==> src/rtl/sifh_event_fifo_if.sv <==
// Handshake bundle between the TDC front end / histogram FSM side and the
// SiFH event FIFO. The master drives photon events and the histogram ready
// flag; the slave (the FIFO) returns issue pulses, data and status.
interface sifh_event_fifo_if #(
    parameter int NP    = 10,
    parameter int AW    = 4,
    parameter int CNT_W = 16
) ();

    logic             tdc_valid;
    logic [NP-1:0]    tdc_code;
    logic             frame_clr;
    logic             hist_ready;
    logic             wrEn;
    logic [NP-1:0]    data;
    logic [AW:0]      fifo_level;
    logic             empty;
    logic             full;
    logic [CNT_W-1:0] evt_cnt;
    logic [CNT_W-1:0] drop_cnt;
    logic             overflow;

    modport master (
        output tdc_valid, tdc_code, frame_clr, hist_ready,
        input  wrEn, data, fifo_level, empty, full, evt_cnt, drop_cnt, overflow
    );

    modport slave (
        input  tdc_valid, tdc_code, frame_clr, hist_ready,
        output wrEn, data, fifo_level, empty, full, evt_cnt, drop_cnt, overflow
    );

endinterface

==> src/rtl/sifh_event_fifo.sv <==
// SiFH event FIFO: buffers accepted TDC timestamps and issues them one at a
// time to the histogram FSM as single-cycle wrEn pulses. A three-state issue
// FSM waits for hist_ready to drop and rise again after every issue so the
// lagging ready flag can never cause two issues in one histogram cycle.
// All outputs are registered.
module sifh_event_fifo #(
    parameter int NP    = 10,
    parameter int DEPTH = 16,
    parameter int AW    = 4,
    parameter int TMAX  = 1000,
    parameter int CNT_W = 16
) (
    input  logic                 clk,
    input  logic                 res,
    sifh_event_fifo_if.slave     bus
);

    typedef enum logic [1:0] {
        S_IDLE      = 2'd0,
        S_WAIT_LOW  = 2'd1,
        S_WAIT_HIGH = 2'd2
    } state_t;

    localparam logic [NP-1:0]    CODE_NONE  = {NP{1'b1}};
    localparam logic [NP-1:0]    CODE_LIMIT = NP'(TMAX);
    localparam logic [CNT_W-1:0] CNT_MAX    = {CNT_W{1'b1}};
    localparam logic [CNT_W-1:0] CNT_ONE    = {{(CNT_W-1){1'b0}}, 1'b1};
    localparam logic [AW:0]      PTR_ONE    = {{AW{1'b0}}, 1'b1};
    localparam logic [AW:0]      PTR_ZERO   = {(AW+1){1'b0}};

    // A timestamp is usable only if present, not the no-photon code, and in range.
    function automatic logic code_ok(input logic valid, input logic [NP-1:0] code);
        return valid && (code != CODE_NONE) && (code < CODE_LIMIT);
    endfunction

    // Saturating increment for the event/drop counters.
    function automatic logic [CNT_W-1:0] sat_inc(input logic [CNT_W-1:0] v);
        logic [CNT_W-1:0] r;
        if (v == CNT_MAX) begin
            r = v;
        end else begin
            r = v + CNT_ONE;
        end
        return r;
    endfunction

    // State registers
    state_t           state_r;
    logic             wr_en_r;
    logic [NP-1:0]    data_r;
    logic [AW:0]      wr_ptr_r;
    logic [AW:0]      rd_ptr_r;
    logic [AW:0]      level_r;
    logic             empty_r;
    logic             full_r;
    logic [CNT_W-1:0] evt_cnt_r;
    logic [CNT_W-1:0] drop_cnt_r;
    logic             overflow_r;
    logic [NP-1:0]    mem_r [DEPTH];

    // Combinational next-state signals
    logic             accept_s;
    logic             pop_s;
    logic             push_s;
    logic             drop_s;
    logic             clear_s;
    logic [AW:0]      wr_ptr_nx_s;
    logic [AW:0]      rd_ptr_nx_s;
    logic [NP-1:0]    head_s;

    // Classify this cycle's event and decide push / pop / drop.
    always_comb begin
        accept_s = code_ok(bus.tdc_valid, bus.tdc_code);
        clear_s  = res || bus.frame_clr;
        // empty_r is registered, so an entry pushed this edge is never popped on it.
        pop_s    = (state_r == S_IDLE) && !empty_r && bus.hist_ready;
        push_s   = accept_s && (!full_r || pop_s);
        drop_s   = accept_s && full_r && !pop_s;
        head_s   = mem_r[rd_ptr_r[AW-1:0]];
    end

    // Next pointer values; the extra MSB distinguishes full from empty.
    always_comb begin
        wr_ptr_nx_s = wr_ptr_r;
        rd_ptr_nx_s = rd_ptr_r;
        if (push_s) begin
            wr_ptr_nx_s = wr_ptr_r + PTR_ONE;
        end else begin
            wr_ptr_nx_s = wr_ptr_r;
        end
        if (pop_s) begin
            rd_ptr_nx_s = rd_ptr_r + PTR_ONE;
        end else begin
            rd_ptr_nx_s = rd_ptr_r;
        end
    end

    // Issue FSM: pop head into data with a one-cycle wrEn, then wait for a ready low/high cycle.
    always_ff @(posedge clk) begin
        if (res) begin
            state_r <= S_IDLE;
            wr_en_r <= 1'b0;
            data_r  <= {NP{1'b0}};
        end else if (bus.frame_clr) begin
            // data is intentionally held across an acquisition-window clear
            state_r <= S_IDLE;
            wr_en_r <= 1'b0;
        end else begin
            wr_en_r <= 1'b0;
            case (state_r)
                S_IDLE: begin
                    if (pop_s) begin
                        data_r  <= head_s;
                        wr_en_r <= 1'b1;
                        state_r <= S_WAIT_LOW;
                    end
                end
                S_WAIT_LOW: begin
                    if (!bus.hist_ready) begin
                        state_r <= S_WAIT_HIGH;
                    end
                end
                S_WAIT_HIGH: begin
                    if (bus.hist_ready) begin
                        state_r <= S_IDLE;
                    end
                end
                default: begin
                    state_r <= S_IDLE;
                end
            endcase
        end
    end

    // Pointers and registered occupancy flags.
    always_ff @(posedge clk) begin
        if (clear_s) begin
            wr_ptr_r <= PTR_ZERO;
            rd_ptr_r <= PTR_ZERO;
            level_r  <= PTR_ZERO;
            empty_r  <= 1'b1;
            full_r   <= 1'b0;
        end else begin
            wr_ptr_r <= wr_ptr_nx_s;
            rd_ptr_r <= rd_ptr_nx_s;
            level_r  <= wr_ptr_nx_s - rd_ptr_nx_s;
            empty_r  <= (wr_ptr_nx_s == rd_ptr_nx_s);
            full_r   <= (wr_ptr_nx_s[AW] != rd_ptr_nx_s[AW]) &&
                        (wr_ptr_nx_s[AW-1:0] == rd_ptr_nx_s[AW-1:0]);
        end
    end

    // Accepted / dropped event statistics and sticky overflow.
    always_ff @(posedge clk) begin
        if (clear_s) begin
            evt_cnt_r  <= {CNT_W{1'b0}};
            drop_cnt_r <= {CNT_W{1'b0}};
            overflow_r <= 1'b0;
        end else begin
            if (push_s) begin
                evt_cnt_r <= sat_inc(evt_cnt_r);
            end
            if (drop_s) begin
                drop_cnt_r <= sat_inc(drop_cnt_r);
                overflow_r <= 1'b1;
            end
        end
    end

    // Storage write; contents need no reset because the pointers gate every read.
    always_ff @(posedge clk) begin
        if (push_s && !clear_s) begin
            mem_r[wr_ptr_r[AW-1:0]] <= bus.tdc_code;
        end
    end

    assign bus.wrEn       = wr_en_r;
    assign bus.data       = data_r;
    assign bus.fifo_level = level_r;
    assign bus.empty      = empty_r;
    assign bus.full       = full_r;
    assign bus.evt_cnt    = evt_cnt_r;
    assign bus.drop_cnt   = drop_cnt_r;
    assign bus.overflow   = overflow_r;

endmodule
==> src/flat_wrapper.sv <==
// flat-port wrapper written by rule: the top's interface ports become plain ports
module sifh_event_fifo_flat 
#(
    parameter int NP    = 10,
    parameter int DEPTH = 16,
    parameter int AW    = 4,
    parameter int TMAX  = 1000,
    parameter int CNT_W = 16
)
  (clk, res, bus_tdc_valid, bus_tdc_code, bus_frame_clr, bus_hist_ready, bus_wrEn, bus_data, bus_fifo_level, bus_empty, bus_full, bus_evt_cnt, bus_drop_cnt, bus_overflow);
  sifh_event_fifo_if #(.NP(NP), .AW(AW), .CNT_W(CNT_W)) bus_i ();
  input  logic clk;
  input  logic res;
  input wire logic [$bits(bus_i.tdc_valid)-1:0] bus_tdc_valid;
  input wire logic [$bits(bus_i.tdc_code)-1:0] bus_tdc_code;
  input wire logic [$bits(bus_i.frame_clr)-1:0] bus_frame_clr;
  input wire logic [$bits(bus_i.hist_ready)-1:0] bus_hist_ready;
  output wire logic [$bits(bus_i.wrEn)-1:0] bus_wrEn;
  output wire logic [$bits(bus_i.data)-1:0] bus_data;
  output wire logic [$bits(bus_i.fifo_level)-1:0] bus_fifo_level;
  output wire logic [$bits(bus_i.empty)-1:0] bus_empty;
  output wire logic [$bits(bus_i.full)-1:0] bus_full;
  output wire logic [$bits(bus_i.evt_cnt)-1:0] bus_evt_cnt;
  output wire logic [$bits(bus_i.drop_cnt)-1:0] bus_drop_cnt;
  output wire logic [$bits(bus_i.overflow)-1:0] bus_overflow;
  assign bus_i.tdc_valid = bus_tdc_valid;
  assign bus_i.tdc_code = bus_tdc_code;
  assign bus_i.frame_clr = bus_frame_clr;
  assign bus_i.hist_ready = bus_hist_ready;
  assign bus_wrEn = bus_i.wrEn;
  assign bus_data = bus_i.data;
  assign bus_fifo_level = bus_i.fifo_level;
  assign bus_empty = bus_i.empty;
  assign bus_full = bus_i.full;
  assign bus_evt_cnt = bus_i.evt_cnt;
  assign bus_drop_cnt = bus_i.drop_cnt;
  assign bus_overflow = bus_i.overflow;
  sifh_event_fifo #(.NP(NP), .DEPTH(DEPTH), .AW(AW), .TMAX(TMAX), .CNT_W(CNT_W)) u_core (.clk(clk), .res(res), .bus(bus_i));
endmodule
==> config.mk <==
export PLATFORM = sky130hd
export DESIGN_NAME = sifh_event_fifo_flat
export DESIGN_NICKNAME = d
export VERILOG_FILES = /design/src/rtl/sifh_event_fifo_if.sv /design/src/rtl/sifh_event_fifo.sv /design/src/flat_wrapper.sv
export SDC_FILE = /design/constraint.sdc
export NUM_CORES = 1
export LEC_CHECK = 0
export BUFFER_PORTS_ARGS = -buffer_cell sky130_fd_sc_hd__clkbuf_2
export CAP_MARGIN = 20
export CORE_MARGIN = 1
export CORE_UTILIZATION = 50
export CTS_CLUSTER_DIAMETER = 60
export CTS_CLUSTER_SIZE = 28
export DETAILED_ROUTE_END_ITERATION = 12
export GPL_TIMING_DRIVEN = 0
export HOLD_SLACK_MARGIN = 0.02
export PLACE_DENSITY = 0.68
export SYNTH_ARGS = -nofsm -noshare
export SYNTH_HDL_FRONTEND = slang
export SYNTH_SLANG_ARGS = --single-unit
export TNS_END_PERCENT = 100
==> constraint.sdc <==
create_clock -name clk -period 4.8 [get_ports clk]
set_clock_uncertainty 0.05 [all_clocks]
set_input_delay 0.72 -clock clk [delete_from_list [all_inputs] [get_ports clk]]
set_output_delay 0.72 -clock clk [all_outputs]
set_load 0.05 [all_outputs]
After elaboration in Yosys (flattened, before gate mapping) --
Memory sizes are Yosys's and may differ from the RTL's. A register that Yosys moved wholly into a read port is not among the register bits. Index checks and enable logic that the tools add are counted.
Storage, ports and cells: register bits 53, RAM bits 160, input bits 15, output and inout port bits 51, word-level logic and storage cells 63, memories 1
Memory list:
- u_core.mem_r | depth 16, bits a word 10, read ports 1, clocked after memory_dff 1, wr ports 1, line sifh_event_fifo.sv:59 | logic [NP-1:0] mem_r [DEPTH];
Cells by class: add/sub/neg operators 5, $lt $le $gt $ge 1, eq/ne operators 11, mux-type cells 9, bitwise logic cells 4, reductions and logical operators 22
Operators by type and width (number):
- 16-bit by 1-bit adder with 16-bit output (second input constant) | 2
- 16-bit equality test (second input constant) | 2
- 5-bit by 1-bit adder with 5-bit output (second input constant) | 2
- 10-bit < comparator (second input constant) | 1
- 5-bit 2-to-1 mux | 2
- 10-bit != test (second input constant) | 1
- 1-bit logical AND | 9
- 2-bit 2-to-1 mux | 3
- 2-bit case mux with 3 select lines | 1
- 3-bit AND reduction | 2
- 5-bit equality test | 1
- 5-bit subtractor | 1
- 4-bit equality test | 1
- 1-bit zero test | 4
- 2-bit != test (second input constant) | 2
- 1-bit inverter | 4
- 2-bit AND reduction | 2
- 1-bit 2-to-1 mux | 3
- 3-bit OR reduction | 1
- 2-bit by 1-bit equality test with 1-bit output (second input constant) | 1
- 2-bit equality test (second input constant) | 1
- 2-bit zero test | 1
- 1-bit logical OR | 2
- 2-bit by 1-bit != test with 1-bit output (second input constant) | 1
- other kinds (2) | 2

Depth between registers and ports, before layout --
depth in word-level cells 8, depth in mapped cells 11, mapped depth without buffers 10

Worst setup path before layout --
No wires, ideal clock.
path type input-to-reg, start input bus_hist_ready, end register u_core.level_r[4] (netlist: u_core.bus.fifo_level[4]), setup time 82 ps, arrival time 3122 ps, required time 4668 ps, path slack 1546 ps, cell stages on the path 11, path buffers 1, cells stage by stage nor4b_4 o221ai_2 buf_2 xnor2_1 ha_1 fa_1 nand2b_1 a21boi_0 o21ai_0 or4_1 o2111ai_1
Between the ends: word-level cells in the longest chain between the ends 5, elaborated cells between the ends (all ways) 6, those cells by class 1 x add/sub; 2 x mux; 3 x reduce/logical
RTL lines:
- from (decl) | line flat_wrapper.sv:17 | input wire logic [$bits(bus_i.hist_ready)-1:0] bus_hist_ready;
- 1-bit logical AND * | line sifh_event_fifo.sv:76 | pop_s = (state_r == S_IDLE) && !empty_r && bus.hist_ready;
- 1-bit logical OR | line sifh_event_fifo.sv:77 | push_s = accept_s && (!full_r || pop_s);
- 1-bit logical AND | line sifh_event_fifo.sv:77
- 5-bit 2-to-1 mux | line sifh_event_fifo.sv:86 | if (push_s) begin
- 5-bit subtractor * | line sifh_event_fifo.sv:146 | level_r <= wr_ptr_nx_s - rd_ptr_nx_s;
- to (signal assigned) | line sifh_event_fifo.sv:146
- to (decl) | line sifh_event_fifo.sv:53 | logic [AW:0] level_r;
Mark *: on every way between the ends. The rest lies on a longest branch, timed or not. A chain may end at the register's enable or synchronous reset.

Worst setup path after layout --
start input bus_tdc_code[5], end register u_core.level_r[4] (netlist: u_core.bus.fifo_level[4])
Between the ends: word-level cells in the longest chain between the ends 6, elaborated cells between the ends (all ways) 7, those cells by class 1 x add/sub; 1 x order compare; 1 x eq/ne; 1 x mux; 3 x reduce/logical
RTL lines:
- from (decl) | line flat_wrapper.sv:15 | input wire logic [$bits(bus_i.tdc_code)-1:0] bus_tdc_code;
- branches (longest 2 deep; another with 10-bit < comparator)
- 1-bit logical AND * | line sifh_event_fifo.sv:33 | return valid && (code != CODE_NONE) && (code < CODE_LIMIT);
- 1-bit logical AND * | line sifh_event_fifo.sv:77
- 5-bit 2-to-1 mux * | line sifh_event_fifo.sv:86
- 5-bit subtractor * | line sifh_event_fifo.sv:146
Every way passes the cells marked *.

==> out/metrics.cfg <==
[run_status]
outcome = completed

[floorplanning]
ios = 66
rows = 49
die_area_sq_mm = 0.0188
die_y_um = 137
core_area_sq_mm = 0.0180
die_x_um = 137
start_util_pct = 50.9

[logic_synthesis]
syn-num-nets = 610
synth_edf_count = 160
ys_async_sr_fraction_pct = 0
netlist_instances = 583
synth_top_area_share_pct = 52.5
yosysSeqAreaShare_pct = 66.3
yosys.cell_count.top_type = edfxtp_1
ys_top_cells_by_count = edfxtp_1 (160), dfxtp_1 (63), nor2_1 (59)
ys_top_cells_by_area = edfxtp_1 (53%), dfxtp_1 (14%), mux4_2 (12%)
yosysTopAreaCell = edfxtp_1
ys.warnings.count = 0
netlist_area_sq_mm = 0.00915
syn_area_per_cell_sq_um = 15.7
ys_ff_latch = 223
yosysUniqueCellTypes = 51
synth-main-ff-cell = edfxtp_1

[clocking]
cts-htree-levels = 1
cts_resized = 0
clock_path_buffers = 3
cts_tree = built
clock-sinks = 223
clk_pin_slew_worst_paths_ns = 0.09
cts_root_buffer = clkbuf_16
clock_latency_ns = 0.49
post_cts_buffers = 0
numCtsBuffers = 15
cts_hold_buf = 0

[placed_design]
io_buffers = 65
routabilityCongestion = 0.863
placed_cells = 881
hpwl_um = 13300

[final_layout]
nets = 696
drive_gt1_share_pct = 24.1
finalNonFillerCells = 906
area_growth_pct = 13.2
num_antenna_cells = 0

[routing]
wl_per_cell_um = 21.5
detail_route.first_pass.iterations = 5
viasPerCell = 5.99
wirelength_um = 19400
dr.first_iter.drc_count = 509
vias = 5423
ant_nets = 0
drcViolationCount = 0

[timing]
clock.fmax_mhz = 263
hold_violations = 0
max_slew_margin_pct = 25.0
report.final.slew_viol_count = 0
tns_ns = 0
worst_pin_slew_ns = 1.12
rsz0062_at_grt = no
period_share_pct = 79.4
setup-violations-final = 0
layout_min_cycle_time_ns = 3.81

[global_routing]
grt_max_degree = 29
grt_overflow = 0
antenna_found_initial = 0
grt_pass1_vias = 5122
grt_pass1_wl_um = 29600
gr-usage-all-layers_pct = 21.3

[critical_path]
rrSetupSlack_ns = 1.11
worstPathMaxFanout = 18
timing.rr.start = u_core.state_r[1]
startpoint = bus_tdc_code[5]
critPathKind = input pin to flip-flop
ff2ff_path_depth = 11
worst_ep_required_time_ns = 5.16
start_kind = input pin
worstPathArrival_ns = 4.17
cp-endpoint = u_core.bus.fifo_level[4]
end_kind = flip-flop
r2r_end = u_core.bus.fifo_level[4]

[min_path]
hp-start = bus_hist_ready
hp-class = input pin to flip-flop

[power]
p_per_area_mw_per_mm2 = 346
p_leak_nw = 3.42
power_w = 0.00359
ir_drop_v = 0.000236

[run]
maxCapViolCount = 0

==> where the power goes <==
part / leakage (nW) / switching [W] / internal, W / total [W]
combinational: 1.22 / 0.0000856 / 0.0000370 / 0.000123
clock: 0.256 / 0.000715 / 0.000680 / 0.00140
sequential: 1.95 / 0.00000500 / 0.00207 / 0.00207
total: 3.42 / 0.000806 / 0.00278 / 0.00359
==> per-layer routing <==
metal	part of all wire [%]	GRT usage, %	up-vias
met4	1.5	5.13	0
met3	6.0	2.80	24
met1	45	31.9	2789
met5	0	0	-
li1	-	-	2455
met2	48	33.3	155
==> state kept, by name, summed over array words and instances (netlist names) <==
register / flops
u_core.bus.data: 10
u_core.bus.drop_cnt: 16
u_core.bus.empty: 1
u_core.bus.evt_cnt: 16
u_core.bus.fifo_level: 5
u_core.bus.full: 1
u_core.bus.overflow: 1
u_core.bus.wrEn: 1
u_core.mem_r: 160
u_core.rd_ptr_r: 5
u_core.state_r: 2
u_core.wr_ptr_r: 5
==> final cells by class <==
cell class	count	area [sq um]
Buffer	29	119
Clock buffer	16	379
Clock inverter	9	153
Fill cell	1355	7600
Inverter	15	56.3
Multi-Input combinational cell	316	2930
Sequential cell	223	6070
Tap cell	229	287
Timing Repair Buffer	69	370
==> cell families (layout without fill, tap and decap cells) <==
logic type,Yosys count,in the layout,synth area share [%]
flops,223,223,66.3
compound gates,57,57,4.77
fa+ha+maj,12,12,1.72
xor+xnor,28,28,2.99
buf+inv,44,138,1.91
simple gates,160,160,9.02
mux,59,59,13.3
==> placed cells by master, fill, tap and decap left out, types with 4 or more instances in the layout <==
cell	instances
a22o_1	10
dfxtp_1	63
a2111oi_0	6
nand3_1	13
edfxtp_1	160
and4_1	8
nor3_2	4
nand4_1	8
xnor2_1	23
buf_1	5
buf_2	8
clkbuf_1	17
clkbuf_2	65
and2_1	4
or3_1	9
nor3_1	10
nor2_1	59
o2111ai_1	4
nand2_1	22
inv_1	15
mux4_2	50
a21oi_1	9
buf_6	4
a21boi_0	4
o21ai_0	6
mux2i_1	9
ha_1	11
clkinv_8	4
clkbuf_16	15
a211oi_1	4
nor4_1	7
==> worst min path at each step <==
stage,end,depth (start not counted)
finish,u_core.state_r[1],2
global route,u_core.state_r[1],2
CTS,u_core.state_r[1],2
detailed placement,u_core.bus.overflow,2
global placement,u_core.bus.overflow,2
floorplan,u_core.state_r[0],1
==> worst max-delay path, stage by stage <==
cell and delay [ns]:
clkbuf_2 0.30, o211ai_1 0.30, o221ai_2 0.53, buf_2 0.34, xnor2_1 0.15, ha_1 0.26, fa_1 0.40, nand2b_1 0.15
a21boi_0 0.28, o21ai_0 0.15, or4_1 0.48, o2111ai_1 0.09
==> per-stage QoR <==
step | setup WS [ns] | util [%] | area, sq um | hold WS (ns)
finish | 0.991 | 57.7 | 10400 | 0.378
global route | 0.839 | 57.7 | 10400 | 0.380
CTS | 1.11 | 57.7 | 10400 | 0.375
detailed placement | 0.604 | 54.7 | 9830 | 0.397
global placement | 0.455 | 54.3 | 9760 | 0.393
floorplan | 1.55 | - | 9150 | 0.462
Note: power is estimated with default switching activity, not from simulation.
